<file path="src/rtl/piano_pkg.sv">
// Shared pitch definitions for the piano: note and octave codes, the
// mid-octave half-period table and the tone generator state encoding.
package piano_pkg;

  localparam int HALF_W = 19;

  typedef enum logic [3:0] {
    NOTE_REST = 4'd0,
    NOTE_DO   = 4'd1,
    NOTE_RE   = 4'd2,
    NOTE_MI   = 4'd3,
    NOTE_FA   = 4'd4,
    NOTE_SO   = 4'd5,
    NOTE_LA   = 4'd6,
    NOTE_SI   = 4'd7
  } note_t;

  typedef enum logic [1:0] {
    OCT_MID_ALT = 2'b00,
    OCT_LOW     = 2'b01,
    OCT_MID     = 2'b10,
    OCT_HIGH    = 2'b11
  } octave_t;

  typedef enum logic [1:0] {
    ST_IDLE = 2'd0,
    ST_TONE = 2'd1,
    ST_GAP  = 2'd2
  } tone_state_t;

  // Mid-octave half periods in 100 MHz clocks; codes 8..15 fall to rest.
  function automatic logic [HALF_W-1:0] mid_half(input logic [3:0] note);
    case (note)
      NOTE_DO: mid_half = 19'd191110;
      NOTE_RE: mid_half = 19'd170265;
      NOTE_MI: mid_half = 19'd151685;
      NOTE_FA: mid_half = 19'd143172;
      NOTE_SO: mid_half = 19'd127551;
      NOTE_LA: mid_half = 19'd113636;
      NOTE_SI: mid_half = 19'd101239;
      default: mid_half = '0;
    endcase
  endfunction

endpackage

</file>
<file path="src/rtl/tone_period_lut.sv">
// Combinational (note, octave) -> half period in clocks; rest gives 0.
// Shared with the pitch checkers, so it stays free of any state.
module tone_period_lut
  import piano_pkg::*;
(
  input  logic [3:0]        note,
  input  logic [1:0]        octave,
  output logic [HALF_W-1:0] half_period
);

  logic [HALF_W-1:0] base;

  always_comb begin
    base = mid_half(note);
    case (octave)
      OCT_LOW:  half_period = base << 1;
      OCT_HIGH: half_period = base >> 1;
      default:  half_period = base;
    endcase
  end

endmodule

</file>
<file path="src/rtl/tone_generator.sv">
// Buzzer square-wave generator; pitch changes only at full-cycle boundaries.
// state | meaning: IDLE silent, amp off | TONE square wave out | GAP silent, amp on
module tone_generator #(
  parameter int GAP_CYCLES  = 1_000_000,
  parameter int HALF_W      = 19,
  parameter int PITCH_SHIFT = 0
) (
  input  logic       clk,
  input  logic       reset,
  input  logic [3:0] note,
  input  logic [1:0] octave,
  output logic       speaker,
  output logic       audio_sd,
  output logic       note_active
);
  import piano_pkg::*;

  localparam int LUT_W = piano_pkg::HALF_W;

  logic [3:0]        note_q;
  logic [1:0]        oct_q;
  logic [LUT_W-1:0]  lut_half;
  logic [HALF_W-1:0] target;
  logic [HALF_W-1:0] cur_half, cur_half_d;
  logic [HALF_W-1:0] cnt, cnt_d;
  logic [31:0]       gap_cnt, gap_cnt_d;
  logic              spk_q, spk_d;
  logic              half_done, gap_done;
  tone_state_t       state, state_d;

  tone_period_lut u_lut (
    .note        (note_q),
    .octave      (oct_q),
    .half_period (lut_half)
  );

  // PITCH_SHIFT > 0 shortens every period by a power of two for fast builds.
  assign target    = HALF_W'(lut_half >> PITCH_SHIFT);
  assign half_done = (cnt == cur_half - 1'b1);
  assign gap_done  = (gap_cnt == 32'(GAP_CYCLES - 1));

  always_ff @(posedge clk or negedge reset) begin
    if (!reset) begin
      note_q   <= '0;
      oct_q    <= '0;
      state    <= ST_IDLE;
      cur_half <= '0;
      cnt      <= '0;
      gap_cnt  <= '0;
      spk_q    <= 1'b0;
    end else begin
      note_q   <= note;
      oct_q    <= octave;
      state    <= state_d;
      cur_half <= cur_half_d;
      cnt      <= cnt_d;
      gap_cnt  <= gap_cnt_d;
      spk_q    <= spk_d;
    end
  end

  always_comb begin
    state_d    = state;
    cur_half_d = cur_half;
    cnt_d      = cnt;
    gap_cnt_d  = gap_cnt;
    spk_d      = spk_q;
    case (state)
      ST_IDLE: begin
        if (target != '0) begin
          cur_half_d = target;
          cnt_d      = '0;
          state_d    = ST_TONE;
        end
      end
      ST_TONE: begin
        cnt_d = cnt + 1'b1;
        if (half_done) begin
          cnt_d = '0;
          spk_d = ~spk_q;
          // Falling toggle closes a full cycle: the only point pitch may change.
          if (spk_q) begin
            if (target == '0) begin
              state_d = ST_IDLE;
            end else if (target != cur_half) begin
              if (GAP_CYCLES > 0) begin
                state_d   = ST_GAP;
                gap_cnt_d = '0;
              end else begin
                cur_half_d = target;
              end
            end
          end
        end
      end
      ST_GAP: begin
        gap_cnt_d = gap_cnt + 32'd1;
        if (gap_done) begin
          if (target == '0) begin
            state_d = ST_IDLE;
          end else begin
            cur_half_d = target;
            cnt_d      = '0;
            state_d    = ST_TONE;
          end
        end
      end
      default: state_d = ST_IDLE;
    endcase
  end

  assign speaker     = spk_q;
  assign audio_sd    = (state != ST_IDLE);
  assign note_active = (state == ST_TONE);

endmodule
</file>
<file path="config.mk">
export PLATFORM = sky130hd
export DESIGN_NAME = tone_generator
export DESIGN_NICKNAME = d
export VERILOG_FILES = /design/src/rtl/piano_pkg.sv /design/src/rtl/tone_period_lut.sv /design/src/rtl/tone_generator.sv
export SDC_FILE = /design/constraint.sdc
export NUM_CORES = 1
export LEC_CHECK = 0
export ABC_AREA = 1
export BUFFER_PORTS_ARGS = -buffer_cell sky130_fd_sc_hd__buf_2
export CAP_MARGIN = 20
export CORE_UTILIZATION = 25
export CTS_CLUSTER_DIAMETER = 60
export DETAILED_ROUTE_END_ITERATION = 10
export PLACE_DENSITY = 0.36
export SETUP_SLACK_MARGIN = 0.2
export SLEW_MARGIN = 10
export SYNTH_ARGS = -nofsm -noshare
export SYNTH_HDL_FRONTEND = slang
export SYNTH_HIERARCHICAL = 1
export SYNTH_SLANG_ARGS = --single-unit
</file>
<file path="constraint.sdc">
create_clock -name clk -period 5.48 [get_ports clk]
set_input_delay 0.548 -clock clk [delete_from_list [all_inputs] [get_ports clk]]
set_output_delay 0.548 -clock clk [all_outputs]
set_load 0.05 [all_outputs]
</file>
==> impl_metrics.py <==
metrics = {
    "run_status": {
        "status": "complete, no violations",
    },
    "critical_path": {
        "path_common_cell": "nand2_1",
        "slowest_stage": "nand2_2",
        "r2r_end": "gap_cnt[20]$_DFFE_PN0P_",
        "r2r_cells": 16,
        "worstPathCellList": "inv_1, nand2_4, nor2_2, nor2_1, o21ai_0, xnor2_1, nand2_1, nor3_1, nand3_1, nor2_1, nor2_1, nand3_1, nand2_1, nand2_2, nand2_1, nand2_1",
        "slowest_delay_ps": 490,
        "critPathLaunchType": "flip-flop",
        "r2r_slack_ps": 2450,
        "crit_fanout": 32,
        "endpoint_kind": "flip-flop",
        "worstSetupPathType": "flip-flop to flip-flop",
        "critPathArrivalTime_ps": 3320,
        "worstPathRequired_ps": 5760,
        "reg2reg_from": "note_q[0]$_DFF_PN0_",
    },
    "drt": {
        "routed_wl_um": 19000,
        "wire_per_inst_um": 15.0,
        "drt-initial-drc-count": 341,
        "ant_nets": 0,
        "vias": 5645,
        "drtPass1Iterations": 5,
        "viasPerCell": 4.47,
        "drc": 0,
    },
    "cells_and_area": {
        "stdcell_area_um2": 6670,
        "fin_util": 0.284,
        "antennaDiodeCount": 0,
        "nets": 949,
        "fillCellCount": 2695,
        "multi_input_area_um2": 3450,
        "seq_area_um2": 1980,
        "finalNonFillerCells": 1262,
        "drive_gt1_frac": 0.0785,
        "area_growth_pct": 11.5,
    },
    "timing": {
        "fin_skew_ps": 17.9,
        "max_freq_ghz": 0.330,
        "final_max_slew_viol_count": 0,
        "whs_ps": 216,
        "slew_headroom": 0.510,
        "finalSetupTns_ps": 0,
        "finalSetupViolCount": 0,
        "fin_crit_sh": 0.554,
        "worstMarginPinSlew_ps": 729,
        "fin_crit_ps": 3030,
        "rsz0062_at_grt": "no",
        "hold_viol_final": 0,
    },
    "global_route": {
        "use_met2": 0.270,
        "grt_start_max_net_pins": 43,
        "top_usage_layer": "met2",
        "grt_pass1_wl_um": 31100,
        "met1_usage": 0.229,
        "grt_overflow_total": 0,
        "use_met3": 0.0258,
        "antenna_found_initial": 0,
        "grt_pass1_vias": 5598,
        "grt_use_total": 0.167,
    },
    "power": {
        "intPower_w": 0.00143,
        "pwr-share-clk": 0.244,
        "peakVddDrop_mv": 0.133,
        "powerDensity_nw_per_um2": 397,
        "combPwrFrac": 0.438,
        "p_sw_frac": 0.460,
        "p_switching_w": 0.00122,
        "seq_power_share": 0.317,
        "leakagePower_nw": 3.28,
    },
    "job": {
        "cap_viol_max_count": 0,
    },
    "synth": {
        "yosysTopAreaCellShare": 0.331,
        "synth.net_count": 942,
        "synthCells": 931,
        "synthFlopType": "dfrtp_1",
        "ys_types": 33,
        "synth_edf_count": 0,
        "synth.area.top_cells": "dfrtp_1 33%, nand2_1 20%, inv_1 7.5%",
        "yosysWarnings": 6,
        "synth_top_area_cell": "dfrtp_1",
        "ys_ff_latch": 79,
        "synthArstFlopShare": 1.00,
        "syn-mean-instance-area_um2": 6.42,
        "synthesis.area_um2": 5980,
        "ys_seq_area_frac": 0.331,
    },
    "clock_network": {
        "post_cts_resized": 0,
        "post_cts_buffers": 0,
        "h-tree-depth": 3,
        "clk_pin_slew_ps": 70,
        "root_buffer": "clkbuf_16",
        "cts_made_buffers": 9,
        "clock_latency_ps": 350,
        "cts_tree": "done",
        "cts_buffer_depth": 2,
        "cts_sinks": 79,
        "cts_hold_repair.buffers": 0,
    },
    "place": {
        "io_buffers": 10,
        "dp_hpwl_um": 14700,
        "placed_area_um2": 6360,
        "placed_cells": 1246,
        "gp_congestion": 0.815,
    },
    "hold_path": {
        "hp-class": "primary input to async pin",
    },
    "floorplanning": {
        "core-area_um2": 23500,
        "die_h_um": 157,
        "die_w_um": 157,
        "pin_count": 11,
        "start_util": 0.255,
        "rows": 56,
        "fp.dieArea_um2": 24500,
    },
}
metrics by stage:
step,worst slack (ps),power [W]
global route,2040,0.00291
detailed placement,2380,0.00203
floorplan,3290,0.00169
global placement,2350,0.00204
finish,2450,0.00265
CTS,2360,0.00270
layer usage:
metal  part of all wire  vias up
li1                   -     2967
met3              0.026       13
met1               0.51     2597
met5                  0        -
met4              0.012        0
met2               0.45       68
placed cells by master (no fill, tap or decap), drive strengths merged, types with 9 or more instances in the layout:
cell and n:
xnor2 11, or2 16, dfrtp 79, clkbuf 11, nand4 28, nand3 89
o21ai 42, nand3b 9, inv 125, buf 13, nor3 40, xor2 38
nand2 330, nor2 84
flip-flops by register name, summed over array words and instances, names as in the netlist:
| register | count |
|---|---|
| note_q | 4 |
| state | 2 |
| cnt | 19 |
| cur_half | 19 |
| gap_cnt | 32 |
| oct_q | 2 |
| speaker | 1 |
worst max path at each step:
stage / startpoint / to / slack, ps
floorplan: note_q[0]$_DFF_PN0_ / cnt[14]$_DFFE_PN0P_ / 3290
global placement: note_q[0]$_DFF_PN0_ / gap_cnt[19]$_DFFE_PN0P_ / 2350
detailed placement: note_q[0]$_DFF_PN0_ / gap_cnt[13]$_DFFE_PN0P_ / 2380
CTS: note_q[0]$_DFF_PN0_ / gap_cnt[25]$_DFFE_PN0P_ / 2360
global route: note_q[0]$_DFF_PN0_ / gap_cnt[27]$_DFFE_PN0P_ / 2040
finish: note_q[0]$_DFF_PN0_ / gap_cnt[20]$_DFFE_PN0P_ / 2450
cells by family (layout without fill, tap and decap cells):
family	count (synthesis)	count (layout)	share of synthesized area
mux	2	2	0.00377
fa+ha+maj	3	3	0.00628
simple gates	606	606	0.448
buf+inv	140	152	0.0939
compound gates	52	52	0.0456
xor+xnor	49	49	0.0718
flops	79	79	0.331
cell type report:
class                   count  share of cell area
repair buffers             13              0.0113
multi-input cells         712               0.517
inverters                 123              0.0693
clock buffers              11              0.0364
well taps                 319              0.0599
clock inverters             5             0.00957
flip-flops and latches     79               0.297
cell usage after synthesis (2+ instances only):
| library cell | n |
|---|---|
| nand2_1 | 326 |
| inv_1 | 119 |
| nand3_1 | 87 |
| dfrtp_1 | 79 |
| nor2_1 | 70 |
| nor3_1 | 40 |
| o21ai_0 | 40 |
| xor2_1 | 38 |
| nand4_1 | 28 |
| or2_2 | 16 |
| nor2_2 | 11 |
| xnor2_1 | 11 |
| clkbuf_1 | 9 |
| nand3b_1 | 9 |
| nor4_1 | 8 |
| a21oi_1 | 7 |
| buf_6 | 4 |
| inv_2 | 4 |
| ha_1 | 3 |
| nand2_2 | 3 |
| nor2_4 | 3 |
| and2_1 | 2 |
| buf_2 | 2 |
| mux2_2 | 2 |
| nand3_2 | 2 |
power by group through the flow:
stage	Combinational, W	Clock [W]	Sequential [W]
after floorplan	0.000904	0	0.000790
after global placement	0.00119	0	0.000855
after detailed placement	0.00118	0	0.000853
after CTS	0.00118	0.000674	0.000842
after global routing	0.00135	0.000696	0.000858
final	0.00116	0.000647	0.000841
critical path, delay by kind of cell (launching register included):
family | cells | cell delay (ps)
xor+xnor | 1 | 180
simple gates | 13 | 1770
flops | 1 | 430
buf+inv | 1 | 140
compound gates | 1 | 430
No activity file was read; power rests on OpenSTA's default activity.
